==> src/rtl/booth_ctrl_pkg.sv <==
// Shared types and adder-operation codes for the radix-4 Booth multiplier control unit.
package booth_ctrl_pkg;

  typedef enum logic [2:0] {
    IDLE  = 3'd0,
    INIT  = 3'd1,
    ADD   = 3'd2,
    SHIFT = 3'd3,
    FIN   = 3'd4
  } state_t;

  localparam logic [1:0] ACCU_PM  = 2'b00;
  localparam logic [1:0] ACCU_P2M = 2'b01;
  localparam logic [1:0] ACCU_MM  = 2'b10;
  localparam logic [1:0] ACCU_M2M = 2'b11;

endpackage

==> src/rtl/booth_controller_decoder.sv <==
// Radix-4 Booth window decoder: {q(i+1), q(i), q(i-1)} -> adder operation and zero-op flag.
module booth_decoder
  import booth_ctrl_pkg::*;
(
  input  logic [2:0] control,
  output logic [1:0] accu,
  output logic       zero_op
);

  always_comb begin
    accu    = ACCU_PM;
    zero_op = 1'b0;
    case (control)
      3'b001, 3'b010: accu = ACCU_PM;
      3'b011:         accu = ACCU_P2M;
      3'b101, 3'b110: accu = ACCU_MM;
      3'b100:         accu = ACCU_M2M;
      default:        zero_op = 1'b1;
    endcase
  end

endmodule

==> src/rtl/booth_controller.sv <==
// Radix-4 Booth multiplier controller: IDLE -> INIT -> {ADD -> SHIFT} x tamano/2 -> FIN.
// Optional BOOTH_SKIP_ZERO_EN bypasses ADD whenever the upcoming Booth window is a zero op.
module booth_controller
  import booth_ctrl_pkg::*;
#(
  parameter int tamano = 8
) (
  input  logic       CLOCK,
  input  logic       RESET,
  input  logic       START,
  input  logic [2:0] control,
  output logic [1:0] ACCU,
  output logic       enableM,
  output logic       enableSHI,
  output logic       enableLO,
  output logic       enableX,
  output logic       CARGA_SHI,
  output logic       CARGA_LO,
  output logic       CARGA_X,
  output logic       clearSHI,
  output logic       clearLO,
  output logic       clearX,
  output logic       BUSY,
  output logic       DONE
);

  localparam int ITER = tamano / 2;
  localparam int CW   = $clog2(ITER) + 1;
  localparam logic [CW-1:0] LAST_ITER = CW'(ITER - 1);

  state_t        state_q, state_d;
  logic [CW-1:0] count_q, count_d;
  logic [1:0]    dec_accu;
  logic          zero_op;

  booth_decoder u_decoder (
    .control (control),
    .accu    (dec_accu),
    .zero_op (zero_op)
  );

  always_ff @(posedge CLOCK) begin
    if (RESET) begin
      state_q <= IDLE;
      count_q <= '0;
    end else begin
      state_q <= state_d;
      count_q <= count_d;
    end
  end

  always_comb begin
    state_d = state_q;
    count_d = count_q;
    case (state_q)
      IDLE: if (START) state_d = INIT;
      INIT: begin
        count_d = '0;
`ifdef BOOTH_SKIP_ZERO_EN
        state_d = zero_op ? SHIFT : ADD;
`else
        state_d = ADD;
`endif
      end
      ADD:  state_d = SHIFT;
      SHIFT: begin
        count_d = count_q + 1'b1;
        if (count_q == LAST_ITER) begin
          state_d = FIN;
        end else begin
`ifdef BOOTH_SKIP_ZERO_EN
          state_d = zero_op ? SHIFT : ADD;
`else
          state_d = ADD;
`endif
        end
      end
      FIN:     state_d = IDLE;
      default: state_d = IDLE;
    endcase
  end

  always_comb begin
    ACCU      = ACCU_PM;
    enableM   = 1'b0;
    enableSHI = 1'b0;
    enableLO  = 1'b0;
    enableX   = 1'b0;
    CARGA_SHI = 1'b0;
    CARGA_LO  = 1'b0;
    CARGA_X   = 1'b0;
    clearSHI  = 1'b0;
    clearLO   = 1'b0;
    clearX    = 1'b0;
    BUSY      = (state_q != IDLE);
    DONE      = 1'b0;
    case (state_q)
      INIT: begin
        enableM  = 1'b1;
        enableLO = 1'b1;
        CARGA_LO = 1'b1;
        clearSHI = 1'b1;
        clearX   = 1'b1;
        CARGA_X  = 1'b1;
      end
      ADD: begin
        // A zero op leaves the high register untouched but still spends this cycle
        CARGA_SHI = 1'b1;
        enableSHI = ~zero_op;
        ACCU      = zero_op ? ACCU_PM : dec_accu;
      end
      SHIFT: begin
        enableSHI = 1'b1;
        enableLO  = 1'b1;
        enableX   = 1'b1;
      end
      FIN:     DONE = 1'b1;
      default: ;
    endcase
  end

endmodule
==> config.mk <==
export PLATFORM = sky130hd
export DESIGN_NAME = booth_controller
export DESIGN_NICKNAME = d
export VERILOG_FILES = /design/src/rtl/booth_ctrl_pkg.sv /design/src/rtl/booth_controller_decoder.sv /design/src/rtl/booth_controller.sv
export SDC_FILE = /design/constraint.sdc
export NUM_CORES = 1
export LEC_CHECK = 0
export ABC_AREA = 1
export BUFFER_PORTS_ARGS = -buffer_cell sky130_fd_sc_hd__buf_2
export CAP_MARGIN = 10
export CORE_AREA = 2 2 39 41
export CTS_CLUSTER_DIAMETER = 200
export DETAILED_ROUTE_END_ITERATION = 10
export DIE_AREA = 0 0 41 43
export GPL_ROUTABILITY_DRIVEN = 0
export SLEW_MARGIN = 15
export SYNTH_ARGS = -nofsm -noshare
export SYNTH_HDL_FRONTEND = slang
export SYNTH_SLANG_ARGS = --single-unit
==> constraint.sdc <==
create_clock -name CLOCK -period 1.8 [get_ports CLOCK]
set_clock_uncertainty 0.2 [all_clocks]
set_input_delay 0 -clock CLOCK [delete_from_list [all_inputs] [get_ports CLOCK]]
set_output_delay 0 -clock CLOCK [all_outputs]
set_load 0.02 [all_outputs]
==> impl_metrics.json <==
{
  "crit_path_end_kind": "primary output",
  "hold_viol_final": 0,
  "synth.most_common_cell": "nand2_1",
  "cp_num_buf_inv": 2,
  "grt_antenna_before_repair": 0,
  "setup-tns-final_ns": 0,
  "clkTransAtPathRegs_ns": 0.05,
  "path_max_fanout": 5,
  "start_util_pct": 27.58,
  "yosys_warnings": 0,
  "synthTopCellsByCount": "15 x nand2_1, 7 x nor2_1, 6 x buf_4, 6 x dfxtp_1, 6 x inv_1",
  "cp_cell_sequence": "inv_1, nor3_1, buf_2",
  "post-synth-top-area-fraction_pct": 31.48,
  "r2r-start": "count_q[0]",
  "critPathArrivalTime_ns": 1.27,
  "ys.flop_type": "dfxtp_1",
  "drtAntennaViolNets": 0,
  "worstHoldStart": "control[2]",
  "reg2reg_depth": 5,
  "postCtsSetupBuffers": 0,
  "yosys.area.top_type": "dfxtp_1",
  "htree_levels": 1,
  "hold_end": "ACCU[1]",
  "setup_viol": 0,
  "ys_seq_elements": 6,
  "synth_area_leaders": "dfxtp_1 31%, nand2_1 15%, buf_4 12%, nor2_1 6.9%, a21oi_1 6.6%",
  "holdPathStages": 4,
  "r2r-end": "count_q[2]",
  "die_h_um": 43,
  "hp-class": "input pin to primary output",
  "clk_latency_ns": 0.24,
  "critical_path.top_delay_family": "flip-flops",
  "syn_nets": 66,
  "synth.distinct_cells": 14,
  "drc_errors": 0,
  "synthCells": 58,
  "antenna_cells": 0,
  "area_growth_pct": 28.20,
  "netlist_area_um2": 381.6,
  "numCtsBuffers": 3,
  "cts_tree": "yes",
  "finish.utilization_pct": 35.35,
  "rows": 14,
  "synth_seq_area_share_pct": 31.48,
  "synth_async_sr_flop_share_pct": 0,
  "pwr_density_cell_nw_per_um2": 715.8,
  "ir_worst_vdd_mv": 0.2880,
  "core-area_um2": 1384,
  "gr-total-overflow": 0,
  "maxCapViolCount": 0,
  "die_w_um": 41,
  "io-pin-count": 20,
  "crit_path_max_incr_delay_ns": 0.41,
  "cp.required_ns": 1.60,
  "drive_gt1_share_pct": 34.67,
  "drt-initial-drc-count": 1,
  "status": "finished, final reports clean",
  "root_buffer": "clkbuf_4",
  "io_buffer_count": 18,
  "period_minus_slack_ns": 1.471,
  "fin_nets": 85,
  "fmax_mhz": 680.0,
  "regToRegSetupSlack_ns": 0.55,
  "rsz0062_at_grt": "no",
  "cpMaxStageDelayCell": "dfxtp_1",
  "cts_num_sinks": 6,
  "finalCritPeriodShare_pct": 81.71,
  "synth-edff-count": 0,
  "holdWs_ns": 0.1807,
  "crit_path_start": "state_q[0]",
  "p_leak_uw": 0.0002657,
  "dp_slack_ns": 0.5538,
  "wl_um": 738,
  "grt_pass1_wl_mm": 1.173,
  "critPathLaunchType": "flop",
  "first_pass_iters": 2,
  "gr-usage-all-layers_pct": 10.19,
  "path_class": "flop to primary output",
  "synth.avg_cell_area_um2": 6.580,
  "vias": 371,
  "clk_path_buf_depth": 2,
  "grt_start_max_net_pins": 9,
  "fill_cells": 162,
  "die_area_um2": 1763,
  "slew_violations": 0,
  "grt_pass1_vias": 316,
  "final.setup.worst_slack_ns": 0.3293,
  "wl_per_cell_um": 8.110,
  "via_per_inst": 4.077,
  "hpwl_um": 587.5
}
-- placed cells by master (no fill, tap or decap) --
| cell type | instances |
|---|---|
| a21oi_1 | 5 |
| buf_2 | 18 |
| clkbuf_4 | 3 |
| conb_1 | 1 |
| dfxtp_1 | 6 |
| dlygate4sd3_1 | 2 |
| ha_1 | 2 |
| inv_1 | 6 |
| inv_2 | 2 |
| nand2_1 | 15 |
| nand2_2 | 2 |
| nor2_1 | 7 |
| nor2_4 | 1 |
| nor3_1 | 3 |
| o21ai_0 | 1 |
| or2_1 | 1 |
-- metrics by stage --
step / cells / power (µW) / area, µm²
final: 91 / 350.2 / 489.2
after global routing: 91 / 378.3 / 489.2
after CTS: 91 / 358.2 / 489.2
after detailed placement: 86 / 229.5 / 446.7
after global placement: 86 / 229.0 / 446.7
after floorplan: 58 / 213.2 / 381.6
-- final cells by class --
| type | instances | area (µm²) | share of cell area (%) |
|---|---|---|---|
| clock buffers | 3 | 22.52 | 4.604 |
| inverters | 8 | 30.03 | 6.138 |
| multi-input cells | 38 | 186.4 | 38.11 |
| flip-flops and latches | 6 | 120.1 | 24.55 |
| well taps | 16 | 20.02 | 4.092 |
| repair buffers | 20 | 110.1 | 22.51 |
-- report_power, final --
group | internal (µW) | leakage (µW) | switching [µW]
combinational | 29.6 | 0.000203 | 55.1
sequential | 138 | 0.0000488 | 7.01
clock | 75.2 | 0.0000138 | 45.6
-- logic make-up (layout without fill, tap and decap cells) --
group,count (synthesis),in the layout,share of synthesized area [%]
simple gates,29,29,33.44
buf+inv,14,31,19.67
compound gates,6,6,7.867
flops,6,6,31.48
fa+ha+maj,2,2,6.556
other cells,1,1,0.9827
-- state kept, by name, summed over array words and instances (netlist names) --
signal / cells
state_q: 3
count_q: 3
-- how the worst max path moves through the flow --
stage | end | slack, ns | depth (start not counted)
after detailed placement | count_q[2] | 0.55 | 5
after CTS | CARGA_LO | 0.31 | 3
after global placement | CARGA_LO | 0.58 | 3
after floorplan | CARGA_X | 0.20 | 3
after global routing | CARGA_LO | 0.13 | 3
final | CARGA_LO | 0.33 | 3
-- repair_timing --
item	4_1_cts	5_1_grt
hold buffers	2	0
hold endpoints to repair	6	0
resized for setup	0	0
-- metal layers --
layer | vias up | routed length, µm | track usage, %
met5 | - | 0 | 0
met4 | 0 | 0 | 8.000
met3 | 0 | 62 | 3.141
met2 | 12 | 349 | 14.37
met1 | 154 | 326 | 12.09
li1 | 205 | - | -
-- tightest hold or removal path: stages --
cell	delay, ns
buf_2	0.12
nand2_1	0.08
nor2_1	0.04
buf_2	0.15
Note: power is estimated with default switching activity, not from simulation.
